<file path="config.mk">
export PLATFORM = sky130hd
export DESIGN_NAME = fir_mac_sequencer
export DESIGN_NICKNAME = d
export VERILOG_FILES = /design/src/rtl/fir_mac_sequencer.sv
export SDC_FILE = /design/constraint.sdc
export NUM_CORES = 2
export LEC_CHECK = 0
export CAP_MARGIN = 30
export CORE_MARGIN = 2
export CORE_UTILIZATION = 58
export DETAILED_ROUTE_END_ITERATION = 6
export PLACE_DENSITY = 0.87
export REMOVE_ABC_BUFFERS = 1
export SETUP_SLACK_MARGIN = 0.1
export SYNTH_ARGS = -nofsm -noshare
export SYNTH_HDL_FRONTEND = slang
export SYNTH_SLANG_ARGS = --single-unit
</file>
<file path="constraint.sdc">
create_clock -name clk -period 10.7 [get_ports clk]
set_input_delay 1.605 -clock clk [delete_from_list [all_inputs] [get_ports clk]]
set_output_delay 1.605 -clock clk [all_outputs]
set_load 0.02 [all_outputs]
</file>
<file path="src/rtl/fir_mac_sequencer.sv">
// rtl/fir_mac_sequencer.sv - serial single-MAC FIR sequencer with internal delay line
// One multiply-accumulate per tap against an external combinational coefficient ROM.
module fir_mac_sequencer #(
  parameter int DW    = 16,
  parameter int TAPS  = 32,
  parameter int AW    = 5,
  parameter int ACC_W = 40,
  parameter int SHIFT = 15
) (
  input  logic                 clk,
  input  logic                 rst,
  input  logic signed [DW-1:0] x_in,
  input  logic                 x_valid,
  output logic                 x_ready,
  input  logic                 clr,
  output logic [AW-1:0]        coef_addr,
  input  logic signed [DW-1:0] coef_in,
  output logic signed [DW-1:0] y_out,
  output logic                 y_valid,
  output logic                 busy,
  output logic                 overrun
);

  typedef enum logic [1:0] {IDLE, MAC, DONE} state_t;

  localparam logic signed [ACC_W-1:0] MAX_Y = ACC_W'((2 ** (DW - 1)) - 1);
  localparam logic signed [ACC_W-1:0] MIN_Y = ACC_W'(-(2 ** (DW - 1)));

  state_t state, next_state;

  logic                    clear;
  logic                    accept;
  logic [AW-1:0]           wr_ptr;
  logic [AW-1:0]           newest;
  logic [AW-1:0]           tap;
  logic signed [DW-1:0]    hist [TAPS];
  logic signed [DW-1:0]    sample;
  logic signed [2*DW-1:0]  prod;
  logic signed [ACC_W-1:0] acc;
  logic signed [ACC_W-1:0] shifted;
  logic signed [DW-1:0]    sat_y;

  assign clear = rst | clr;

  always_ff @(posedge clk) begin
    if (clear) state <= IDLE;
    else       state <= next_state;
  end

  always_comb begin
    next_state = state;
    x_ready    = 1'b0;
    busy       = 1'b0;
    coef_addr  = '0;
    accept     = 1'b0;
    case (state)
      IDLE: begin
        x_ready = 1'b1;
        if (x_valid) begin
          accept     = 1'b1;
          next_state = MAC;
        end
      end
      MAC: begin
        busy      = 1'b1;
        coef_addr = tap;
        if (tap == AW'(TAPS - 1)) next_state = DONE;
      end
      DONE: begin
        busy       = 1'b1;
        next_state = IDLE;
      end
      default: next_state = IDLE;
    endcase
  end

  // Pointer difference wraps modulo TAPS because TAPS == 2**AW.
  assign sample  = hist[newest - tap];
  assign prod    = coef_in * sample;
  assign shifted = acc >>> SHIFT;

  always_comb begin
    sat_y = shifted[DW-1:0];
    if (shifted > MAX_Y)      sat_y = MAX_Y[DW-1:0];
    else if (shifted < MIN_Y) sat_y = MIN_Y[DW-1:0];
  end

  always_ff @(posedge clk) begin
    if (clear) begin
      for (int i = 0; i < TAPS; i++) hist[i] <= '0;
      wr_ptr  <= '0;
      newest  <= '0;
      tap     <= '0;
      acc     <= '0;
      y_out   <= '0;
      y_valid <= 1'b0;
      overrun <= 1'b0;
    end else begin
      y_valid <= 1'b0;
      if (x_valid && !x_ready) overrun <= 1'b1;
      if (accept) begin
        hist[wr_ptr] <= x_in;
        newest       <= wr_ptr;
        wr_ptr       <= wr_ptr + AW'(1);
        acc          <= '0;
        tap          <= '0;
      end
      if (state == MAC) begin
        acc <= acc + {{(ACC_W - 2 * DW){prod[2*DW-1]}}, prod};
        tap <= tap + AW'(1);
      end
      if (state == DONE) begin
        y_out   <= sat_y;
        y_valid <= 1'b1;
      end
    end
  end

endmodule

</file>
==> metrics.md <==
| Metric | Value |
|---|---|
| Initial Utilization | 0.5831 |
| CP max FO | 9 |
| GP Congestion | 0.9826 |
| # IOs | 61 |
| TritonRoute pass-1 iters | 6 |
| Most frequent cells in the layout | and2_1 (661), edfxtp_1 (512), inv_1 (307) |
| Num CTS Buffers | 60 |
| Most common cell after layout, fill and taps aside | and2_1 |
| Critical Path AT | 11160 ps |
| Clock Pin Slew Worst Setup and Hold Paths | 60 ps |
| TritonCTS Sinks | 587 |
| Root buf cell | clkbuf_16 |
| Hold_ws | 468.9 ps |
| Tmin final | 10690 ps |
| CP required | 11170 ps |
| Worst hold path type | flip-flop to flip-flop |
| Global-route wire length before repair | 158.2 mm |
| PwrDens | 314.5 nW/um^2 |
| Type of origin of the critical path | flip-flop |
| Largest net degree at the start of global routing | 64 |
| Die span in y | 260.4 microns |
| Relative slew slack | 0.2341 |
| CP delay by family, top | adder cells |
| Critical path's slowest cell | fa_4 |
| H-tree depth | 2 |
| DR DRC count | 0 |
| Met3 Wirelength | 11.12 mm |
| Final Max Slew Viols | 0 |
| Layout cell share with drive strength beyond 1 | 0.1750 |
| Maximum vdd drop | 0.0004628 V |
| Mapped Avg Cell Area | 12.19 sq um |
| Worst-margin pin slew | 1145 ps |
| Post-synth EDFFs | 512 |
| Met1 wire length | 35.84 mm |
| Core box area | 65390 sq um |
| Hold Buf Count CTS | 0 |
| Commonest register cell after synthesis | edfxtp_1 |
| Max stage delay on crit path | 860 ps |
| Total GRT Usage | 0.3116 |
| Clk_skew | 106.9 ps |
| Die span in x | 260.4 microns |
| Post-route ant nets | 0 |
| DR top layer | met5 |
| Vias in the first global route | 26681 |
| Seq/Total Area, Yosys | 0.4426 |
| Fmax | 0.09356 GHz |
| Setup-failing EPs final | 0 |
| Worst setup EP type | flip-flop |
| Period utilisation layout | 0.9990 |
| Worst setup margin | 11.21 ps |
| Detailed placer's ending HPWL | 68.45 mm |
| Seq cells post-synth | 587 |
| WL final | 104.4 mm |
| Pre-CTS WS | -244.7 ps |
| Status | completed |
| Synth unique cells | 65 |
| CP bufs+invs | 11 |
| CTS max path bufs | 3 |
| Endpoints failing hold | 0 |
| Post-synth ARST share | 0 |
| Met2 WL post-DR | 51.37 mm |
| Clock latency on the worst-skew pair | 700 ps |
| Fill cells | 4308 |
| Area grow syn2layout | 14.36% |
| Top cell type's share of synthesized area | 0.4032 |
| Critical path type | flip-flop to flip-flop |
| Synth Cell Area | 38130 sq um |
| Area contributors post-synth | edfxtp_1 (40%), fa_1 (14%), and2_1 (11%), mux4_2 (9.5%), ha_1 (4.4%) |
| Synthesized instance count | 3129 |
| First DRT Iteration DRCs | 3455 |
| RSZ-0062 raised after global routing | true |
| P_leak | 0.01863 uW |
| Initial antenna violation count | 1 |
| Row Count | 94 |
| Grt ovf | 0 |
| NumNets Final | 3730 |
| Avg WL per Cell | 24.81 microns |
| Vias per inst | 6.156 |
| Max Cap Viol | 0 |
| Vias | 25897 |
| Most frequent CP cell | fa_1 |
| CTS tree | done |
| Synthesis Warnings | 0 |
| # port buffers | 60 |
| Die ar. | 67810 sq um |
| Post-synth top area cell | edfxtp_1 |
[sequential cells by signal, summed over array words and instances (netlist names)]
name and cells:
state 2, y_valid 1, acc 40, overrun 1, wr_ptr 5, hist 512
y_out 16, tap 5, newest 5
[synth_stat cells (all sizes together) (2+ instances only)]
| master | count |
|---|---|
| xor2 | 27 |
| a311oi | 3 |
| nor3 | 12 |
| a22oi | 10 |
| nor2 | 131 |
| o21a | 3 |
| mux2i | 3 |
| o211ai | 4 |
| xnor2 | 54 |
| a41oi | 4 |
| or3 | 2 |
| or2 | 8 |
| and2 | 664 |
| o21bai | 6 |
| nand2 | 200 |
| a21oi | 107 |
| and4 | 4 |
| mux4 | 160 |
| nor2b | 11 |
| ha | 135 |
| nand3 | 12 |
| edfxtp | 512 |
| dfxtp | 75 |
| a21o | 40 |
| o2111ai | 2 |
| buf | 44 |
| a211oi | 4 |
| nand4 | 9 |
| a41o | 2 |
| clkbuf | 142 |
| a21boi | 3 |
| fa | 265 |
| and3 | 10 |
| nand3b | 4 |
| inv | 316 |
| a31oi | 9 |
| o31ai | 2 |
| o21ai | 91 |
| nand2b | 10 |
| mux2 | 17 |
[path summary, 6_finish.rpt]
path                            cells after the start                    from  slack [ps]                endpoint
worst min register to register                      2  newest[2]$_SDFFE_PN0P_         470  newest[2]$_SDFFE_PN0P_
worst max register to register                     43     tap[0]$_SDFFE_PN0P_          10    acc[36]$_SDFFE_PN0P_
worst min-delay path                                2  newest[2]$_SDFFE_PN0P_         470  newest[2]$_SDFFE_PN0P_
worst max-delay path                               43     tap[0]$_SDFFE_PN0P_          10    acc[36]$_SDFFE_PN0P_
[report_power, final]
part / leakage, uW / internal, uW / switching, uW
Sequential: 0.00626 / 2600 / 68.3
Combinational: 0.0115 / 4180 / 4830
Clock: 0.000906 / 1100 / 934
[final cells by class]
class	instances	area, sq um	share of cell area
sequential	587	16880	0.3871
inverter	316	1186	0.02720
antenna	1	2.502	0.00005739
timing repair buffer	289	2815	0.06456
clock inverter	34	291.5	0.006686
multi-input combinational	2040	19770	0.4533
clock buffer	76	1582	0.03627
tap	864	1081	0.02479
[tightest hold or removal path, cell delays in order (launching register included)]
cell and delay (ps):
dfxtp_1 310, nand2_1 50, a21oi_1 50
[repair_timing]
item,in CTS,in global routing
cloned,7,0
setup buffers,32,13
endpoints found under the setup margin,8,15
gates resized for setup,78,45
pin swaps,50,54
[routing by layer]
layer / vias up / GRT usage
li1: 10911 / -
met1: 12849 / 0.3946
met2: 1734 / 0.5196
met3: 401 / 0.05546
met4: 2 / 0.1575
met5: - / 0
[through the flow]
step	setup TNS, ps	power [uW]	cell area, sq um	std cells	util
global placement	0	10130	40340	4020	0.6168
global route	-1802	14620	43600	4206	0.6668
floorplan	-57460	7999	37350	2943	-
finish	0	13710	43610	4207	0.6668
detailed placement	-733.9	10350	40580	4041	0.6205
CTS	0	12960	43270	4190	0.6617
[cell families after synthesis]
| group | after synthesis | share of synthesized area |
|---|---|---|
| AND/OR/NAND/NOR | 1082 | 0.1559 |
| adder cells (fa/ha/maj) | 400 | 0.1834 |
| flip-flops | 587 | 0.4426 |
| XOR/XNOR | 82 | 0.01920 |
| AO/OA/AOI/OAI | 296 | 0.04702 |
| buffers and inverters | 502 | 0.05145 |
| multiplexers | 180 | 0.1004 |
(Power assumes the default switching activity.)
